**config.mk**
```make
export PLATFORM = sky130hd
export DESIGN_NAME = issue_slot_gen2
export DESIGN_NICKNAME = d
export VERILOG_FILES = /design/src/rtl/issue_slot_gen2.sv
export SDC_FILE = /design/constraint.sdc
export NUM_CORES = 1
export LEC_CHECK = 0
export CORE_ASPECT_RATIO = 0.8
export CORE_MARGIN = 3
export CORE_UTILIZATION = 43
export CTS_BUF_LIST = sky130_fd_sc_hd__clkbuf_2 sky130_fd_sc_hd__clkbuf_4 sky130_fd_sc_hd__clkbuf_8
export CTS_CLUSTER_DIAMETER = 60
export DETAILED_ROUTE_END_ITERATION = 7
export PLACE_DENSITY = 0.83
export SYNTH_ARGS = -nofsm -noshare
export SYNTH_HDL_FRONTEND = slang
export SYNTH_SLANG_ARGS = --single-unit
```
**constraint.sdc**
```tcl
create_clock -name clk -period 1.7 [get_ports clk]
set_input_delay 0.34 -clock clk [delete_from_list [all_inputs] [get_ports clk]]
set_output_delay 0.34 -clock clk [all_outputs]
set_load 0.02 [all_outputs]
```
**src/rtl/issue_slot_gen2.sv**
```systemverilog
// issue_slot_gen2: single issue-queue entry holding one micro-op with two
// tracked source operands, wakeup snooping, select request/grant, kill/clear
// for flush and compaction, and two-phase issue for split micro-ops.
module issue_slot_gen2 #(
  parameter int unsigned NUM_WAKEUP_PORTS = 2,
  parameter int unsigned PREG_W           = 7,
  parameter int unsigned CTRL_W           = 8
) (
  input  logic                               clk,
  input  logic                               reset,
  input  logic                               in_valid,
  input  logic [PREG_W-1:0]                  in_src1,
  input  logic [PREG_W-1:0]                  in_src2,
  input  logic                               in_p1,
  input  logic                               in_p2,
  input  logic                               in_v1,
  input  logic                               in_v2,
  input  logic                               in_split,
  input  logic [CTRL_W-1:0]                  in_ctrl,
  input  logic [NUM_WAKEUP_PORTS-1:0]        wakeup_valid,
  input  logic [NUM_WAKEUP_PORTS*PREG_W-1:0] wakeup_pdst,
  input  logic                               grant,
  input  logic                               kill,
  input  logic                               clear,
  output logic                               valid,
  output logic                               request,
  output logic                               will_be_valid,
  output logic [PREG_W-1:0]                  slot_src1,
  output logic [PREG_W-1:0]                  slot_src2,
  output logic                               slot_p1,
  output logic                               slot_p2,
  output logic                               slot_v1,
  output logic                               slot_v2,
  output logic [CTRL_W-1:0]                  slot_ctrl,
  output logic                               slot_half,
  output logic [PREG_W-1:0]                  out_src1,
  output logic [PREG_W-1:0]                  out_src2,
  output logic                               out_p1,
  output logic                               out_p2,
  output logic                               out_v1,
  output logic                               out_v2,
  output logic [CTRL_W-1:0]                  out_ctrl,
  output logic                               out_split
);

  typedef enum logic [1:0] {
    S_INVALID = 2'd0,
    S_VALID1  = 2'd1,
    S_VALID2  = 2'd2
  } state_t;

  typedef struct packed {
    logic [PREG_W-1:0] src1;
    logic [PREG_W-1:0] src2;
    logic              p1;
    logic              p2;
    logic              v1;
    logic              v2;
    logic [CTRL_W-1:0] ctrl;
  } uop_t;

  state_t state_q, state_d;
  uop_t   uop_q, uop_d, upd;

  logic is_valid;
  logic wake1, wake2, in_wake1, in_wake2;
  logic rdy1, rdy2;
  logic req;
  logic fire;
  logic load_ok;

  // True when any valid wakeup port broadcasts the given tag.
  function automatic logic tag_match(
    input logic [PREG_W-1:0]                  tag,
    input logic [NUM_WAKEUP_PORTS-1:0]        vld,
    input logic [NUM_WAKEUP_PORTS*PREG_W-1:0] pdst
  );
    logic hit;
    hit = 1'b0;
    for (int unsigned k = 0; k < NUM_WAKEUP_PORTS; k++) begin
      if (vld[k] && (pdst[k*PREG_W +: PREG_W] == tag)) hit = 1'b1;
    end
    return hit;
  endfunction

  // Operand readiness, wakeup snooping and select request.
  always_comb begin
    is_valid = (state_q != S_INVALID);
    wake1    = tag_match(uop_q.src1, wakeup_valid, wakeup_pdst);
    wake2    = tag_match(uop_q.src2, wakeup_valid, wakeup_pdst);
    in_wake1 = tag_match(in_src1, wakeup_valid, wakeup_pdst);
    in_wake2 = tag_match(in_src2, wakeup_valid, wakeup_pdst);
    rdy1     = uop_q.p1 | ~uop_q.v1;
    rdy2     = uop_q.p2 | ~uop_q.v2;
    req      = ((state_q == S_VALID1) && rdy1 && rdy2) ||
               ((state_q == S_VALID2) && rdy1);
    fire     = grant & req;
    load_ok  = in_valid & (~is_valid | clear | kill);
  end

  // Held contents after this cycle's wakeups and grant (compaction view).
  always_comb begin
    upd    = uop_q;
    upd.p1 = uop_q.p1 | (is_valid & wake1);
    upd.p2 = uop_q.p2 | (is_valid & wake2);
    upd.v1 = uop_q.v1 & ~(fire && (state_q == S_VALID2));
  end

  // Next state: load > kill > clear > grant > hold.
  always_comb begin
    state_d = state_q;
    uop_d   = uop_q;
    if (load_ok) begin
      state_d    = in_split ? S_VALID2 : S_VALID1;
      uop_d.src1 = in_src1;
      uop_d.src2 = in_src2;
      uop_d.p1   = in_p1 | in_wake1;
      uop_d.p2   = in_p2 | in_wake2;
      uop_d.v1   = in_v1;
      uop_d.v2   = in_v2;
      uop_d.ctrl = in_ctrl;
    end else if (kill || clear) begin
      state_d = S_INVALID;
    end else begin
      case (state_q)
        S_VALID1: begin
          uop_d = upd;
          if (fire) state_d = S_INVALID;
        end
        S_VALID2: begin
          uop_d = upd;
          if (fire) state_d = S_VALID1;
        end
        default: ;
      endcase
    end
  end

  // State and payload registers.
  always_ff @(posedge clk or negedge reset) begin
    if (!reset) begin
      state_q <= S_INVALID;
      uop_q   <= '0;
    end else begin
      state_q <= state_d;
      uop_q   <= uop_d;
    end
  end

  // Output mapping.
  always_comb begin
    valid         = is_valid;
    request       = req;
    will_be_valid = is_valid & ~kill & ~clear & ~(fire && (state_q == S_VALID1));
    slot_src1     = uop_q.src1;
    slot_src2     = uop_q.src2;
    slot_p1       = uop_q.p1;
    slot_p2       = uop_q.p2;
    slot_v1       = uop_q.v1;
    slot_v2       = uop_q.v2;
    slot_ctrl     = uop_q.ctrl;
    slot_half     = (state_q == S_VALID2);
    out_src1      = upd.src1;
    out_src2      = upd.src2;
    out_p1        = upd.p1;
    out_p2        = upd.p2;
    out_v1        = upd.v1;
    out_v2        = upd.v2;
    out_ctrl      = upd.ctrl;
    out_split     = (state_q == S_VALID2) & ~fire & ~kill;
  end

  // Dispatch must not overwrite a live entry.
  a_load_busy: assert property (@(posedge clk) disable iff (!reset)
    !(in_valid && is_valid && !clear && !kill));

  // Select may only grant a requesting slot.
  a_grant_req: assert property (@(posedge clk) disable iff (!reset)
    !(grant && !req));

endmodule

```
=== Yosys cells after proc, flatten, opt, wreduce, memory -nomap -nowiden ===
Index checks and enable logic that the tools add are counted.

* Register bits after elaboration: 28
* Output and inout bits: 57
* Word-level logic and storage cells: 85

* Equality and inequality tests: 13
* Multiplexer cells: 17
* Bitwise operators: 26
* Reductions and logical operators: 21

{| class="wikitable"
|+ Operators with widths
! cell !! number
|-
| $eq A7 B7 Y1 || 8
|-
| $mux W26 || 1
|-
| $mux W12 || 2
|-
| $logic_and A1 B1 Y1 || 13
|-
| $and A1 B1 Y1 || 10
|-
| $mux W2 || 5
|-
| $mux W1 || 8
|-
| $not A1 Y1 || 8
|-
| $or A1 B1 Y1 || 8
|-
| $ne A4 B1 Y1 const B || 1
|-
| $ne A4 B3 Y1 const B || 1
|-
| $pmux W2 S2 || 1
|-
| $reduce_bool A2 Y1 || 2
|-
| $reduce_bool A4 Y1 || 1
|-
| $reduce_and A3 Y1 || 1
|-
| $eq A2 B1 Y1 const B || 1
|-
| $eq A2 B2 Y1 const B || 1
|-
| $logic_or A1 B1 Y1 || 2
|-
| $ne A2 B2 Y1 const B || 1
|-
| $reduce_and A2 Y1 || 1
|-
| $reduce_or A2 Y1 || 1
|}

=== Depth between registers and ports, before layout ===
* Depth in word-level cells: 12
* Gate-level depth with buffers: 8

=== Worst setup path before layout ===
Ideal clock, no wire load.

* Path type: reg2out
* Start: register state_q[0]
* End: output out_split
* Data arrival time: 1707 ps
* Data required time: 1360 ps
* Slack: -347 ps
* Cell stages (with the launch flop): 6
* Cell sequence: dfrtp_1 -> inv_1 -> ha_1 -> o21a_1 -> and2_4 -> nor3b_1

{| class="wikitable"
|+ RTL lines
! item !! RTL line !! RTL
|-
| from (decl) || 62 || <nowiki>state_t state_q, state_d;</nowiki>
|-
| from (signal assigned) || 145 || <nowiki>state_q <= state_d;</nowiki>
|-
| $eq A2 B2 Y1 || n/a ||
|-
| net slot_half || 35 || <nowiki>output logic slot_half,</nowiki>
|-
| $logic_and A1 B1 Y1 || 96 || <nowiki>((state_q == S_VALID2) && rdy1);</nowiki>
|-
| $logic_or A1 B1 Y1 || 95 || <nowiki>req = ((state_q == S_VALID1) && rdy1 && rdy2) ||</nowiki>
|-
| net request || 26 || <nowiki>output logic request,</nowiki>
|-
| $and A1 B1 Y1 || 97 || <nowiki>fire = grant & req;</nowiki>
|-
| $not A1 Y1 || 170 || <nowiki>out_split = (state_q == S_VALID2) & ~fire & ~kill;</nowiki>
|-
| $and A1 B1 Y1 (2 in series) || 170 ||
|-
| to (decl) || 43 || <nowiki>output logic out_split</nowiki>
|}

The timed path passes the listed nets, and every way through them passes these cells.

=== Worst setup path in the final report ===
* Start: register state_q[0]
* End: output out_split

* Longest elaborated chain between the ends: 8

{| class="wikitable"
|+ RTL lines
! item !! RTL line
|-
| $eq A2 B1 Y1 || 95
|-
| $logic_and A1 B1 Y1 (2 in series) || 95
|-
| $logic_or A1 B1 Y1 || 95
|-
| $and A1 B1 Y1 || 97
|-
| $not A1 Y1 || 170
|-
| $and A1 B1 Y1 * (2 in series) || 170
|}

Mark *: on every way between the ends. The rest lies on a longest branch, timed or not.

==> impl.org <==
** Logic synthesis
- Synthesis handed over a netlist of 212 instances.
- Sorting the synthesized cells by area gives the leading types as sky130_fd_sc_hd__dfrtp_1, sky130_fd_sc_hd__xnor2_1, sky130_fd_sc_hd__mux2_4.
- Synthesis inferred 28 register bits.
- In this run the mean area of a mapped cell was 10.6 um^2.
- Cell type with the highest aggregate area in the netlist :: sky130_fd_sc_hd__dfrtp_1
- Synth warnings :: 0
- Sequential element share of the synthesized area :: 31.1%
- Summed over its instances, the top area cell type makes up 31.1% of the synthesized netlist area.
- After synthesis the cells add up to 2250 um^2.
- Net Count, Synth :: 264
- After synthesis, the netlist uses 33 different library cells.

** Floorplanning
- After floorplanning, the core was divided into 22 placement rows.
- For this configuration, the core starts out at a cell density of 46.8%.
- Width of the chip :: 87.0 um
- Die Outline Area :: 6150 um^2
- I/O pin cnt :: 106
- The core region is 4820 um^2.
- From bottom edge to top edge, the die measures 70.8 um.

** STA
- Worst Setup Slack, final :: -0.327 ns
- At the pin with the least slew margin, the transition time is 0.375 ns.
- Max-slew violation count :: 0
- Setup repair after global routing could not meet its margin everywhere.
- Final min period :: 2.03 ns
- Final Cycle Share :: 119%
- For the final database, setup skew stands at 0.00589 ns.
- Sum Neg Setup Slack :: -2.39 ns
- Final Hold Viols :: 0
- Highest Clock Rate :: 493 MHz
- Setup violations remaining at the end of the flow were counted as 22.
- Relative slew slack :: 75.0%

** Detailed routing
- In the final routed layout, each cell accounts on average for 16.7 um.
- DR pass1 iterations :: 4
- Detail Route Antenna Nets :: 0
- Number of vias in the routed layout :: 1976
- After detailed routing, the number of vias per cell comes to 4.89.
- For this block, the initial DRC count from the detailed router was 113.
- Final Routed Wirelength :: 6.75 mm
- Drt drc :: 0

** Layout
- Counting the fill cells in the layout gives 333.
- Finished Core Util :: 77.3%
- Share of cells above drive strength 1 :: 38.1%
- Nets@finish :: 397
- Most common cell after layout, fill and taps aside :: sky130_fd_sc_hd__buf_4
- Relative to the synthesized area, the layout overhead comes to 65.2%.
- The number of antenna diodes in the final layout is 0.
- Most frequent cells in the layout :: sky130_fd_sc_hd__buf_4, sky130_fd_sc_hd__clkdlybuf4s50_1, sky130_fd_sc_hd__xnor2_1

** Worst setup path
- STA puts the critical path data arrival time at 1.69 ns.
- Type of element launching the critical path :: register
- The worst setup path is captured at an output port.
- The largest individual stage delay along the critical path comes from the cell sky130_fd_sc_hd__dfrtp_1.
- Largest stage delay on the critical path :: 0.42 ns
- The worst setup path is of the reg2out kind.
- Walking the worst path, the cells encountered are ha_4, a21boi_4, o21a_2, and2_4, nor3b_4, buf_6.
- Data required time of the critical path :: 1.36 ns
- Total buffers and inverters traversed by the critical path :: 1
- Biggest fanout along the worst timing path :: 3
- Critical path's top delay family :: flip-flops

** Clock network
- The root buffer cell chosen for the clock tree is sky130_fd_sc_hd__clkbuf_8.
- At the later pin of the worst-skew pair, clock insertion delay measures 0.28 ns.
- In this run, CTS created clock tree buffers numbering 3.
- CTS built an H-tree with a depth of 1.
- Clock-pin slew was measured on the worst setup and hold paths at 0.10 ns.
- Longest Clk Path Bufs :: 2
- TritonCTS built the clock tree.
- Total clock sinks :: 28
- The number of hold buffers added after CTS was 0.

** Global routing
- Via count of the first global-routing pass :: 2145
- Global routing finished with a remaining overflow of 0.
- Initial antenna violation count :: 0
- Overall track demand over capacity in global routing :: 21.3%
- The first global-routing pass estimated 10.4 mm of wire.
- Entering global routing, the biggest net connects 29 pins.

** Run status
- The run finished, with violations left.
- Failing checks :: negative setup slack

** Power and ir drop
- Static Leakage :: 1.68 nW
- Power Density :: 703 nW/um^2
- Final total power :: 2.62 mW
- IR analysis of the VDD net gives a maximum drop of 0.418 mV.

** Worst hold path
- Kind of path behind the tightest hold check :: in2async

** Placement
- Routability-driven placement finished with a final weighted congestion of 0.893.
- The wire-length estimate of the detail-placed layout is 5.14 mm.
- Post-placement worst setup slack :: -0.770 ns
- Port-buffer cells :: 105

** Flow run
- The tool flagged a number of max-cap violations equal to 0.
[metrics by stage]
stage	instance area, um^2	instances	hold WS [ns]
floorplan	2280	212	0.0444
global placement	3500	391	0.519
detailed placement	3500	391	0.521
CTS	3630	400	0.451
global route	3720	404	0.480
finish	3720	404	0.435
[layout make-up]
| cell class | instances | area, um^2 | area share (%) |
|---|---|---|---|
| flip-flops and latches | 28 | 707 | 19.0 |
| repair buffers | 168 | 1540 | 41.2 |
| well taps | 60 | 75.1 | 2.02 |
| multi-input cells | 137 | 1330 | 35.6 |
| inverters | 7 | 26.3 | 0.705 |
| clock buffers | 4 | 55.1 | 1.48 |
[cell families (layout without fill, tap and decap cells)]
logic type               Yosys count  in the layout  synth area share (%)
AND/OR/NAND/NOR                   40             40                  10.4
AO/OA/AOI/OAI                     15             15                  4.27
buffers and inverters             47            179                  15.7
multiplexers                      23             23                  14.8
adder cells (fa/ha/maj)            3              3                  1.66
XOR/XNOR                          56             56                  22.1
flip-flops                        28             28                  31.1
[where the power goes]
part / switching (mW) / total [mW] / internal, mW / leakage (nW)
Sequential: 0.0963 / 0.847 / 0.750 / 0.324
Combinational: 0.606 / 1.35 / 0.746 / 1.33
Clock: 0.211 / 0.419 / 0.208 / 0.0288
[Yosys cell counts (all sizes together)]
cell type  count
clkbuf         1
o211ai         1
nor2          10
a31oi          4
ha             3
nand2          7
nor3b          1
a21boi         1
inv            7
o21a           1
o21ai          5
xnor2         56
nand3          2
dfrtp         28
nor4           2
mux2          23
o22ai          2
and2           2
a21oi          1
nand4         16
buf           39
[layer usage]
layer  vias up  part of all wire [%]  wire length (um)  GRT usage (%)
met5         -                     0                 0              0
met4         0                  0.55                37           3.11
met3         4                   6.2               416           3.84
met2        78                    49              3330           35.3
met1       948                    44              2970           29.7
li1        946                     -                 -              -
[worst paths after layout]
kind,from,end,slack [ns],cells past startpoint
worst max-delay path,state_q[0]$_DFFE_PN0P_,out_split,-0.33,6
worst min-delay path,reset,out_src2[2]$_DFFE_PN0P_,0.44,2
worst max register to register,state_q[0]$_DFFE_PN0P_,out_src2[5]$_DFFE_PN0P_,-0.09,8
worst min register to register,out_ctrl[4]$_DFFE_PN0P_,out_ctrl[4]$_DFFE_PN0P_,0.55,1
max in group asynchronous,reset,out_src1[5]$_DFFE_PN0P_,0.96,2
min in group clk,out_ctrl[4]$_DFFE_PN0P_,out_ctrl[4]$_DFFE_PN0P_,0.55,1
[timing repair]
item	4_1_cts	5_1_grt
cloned	1	0
setup buffers	4	4
pin swaps	19	8
endpoints found under the setup margin	56	37
resized for setup	96	21
[registers in the layout (all words and copies together) (netlist names)]
register and count:
out_ctrl 8, out_v2 1, out_src2 7, slot_v1 1, slot_p2 1, out_src1 7, state_q 2, slot_p1 1
Note: power is estimated with default switching activity, not from simulation.
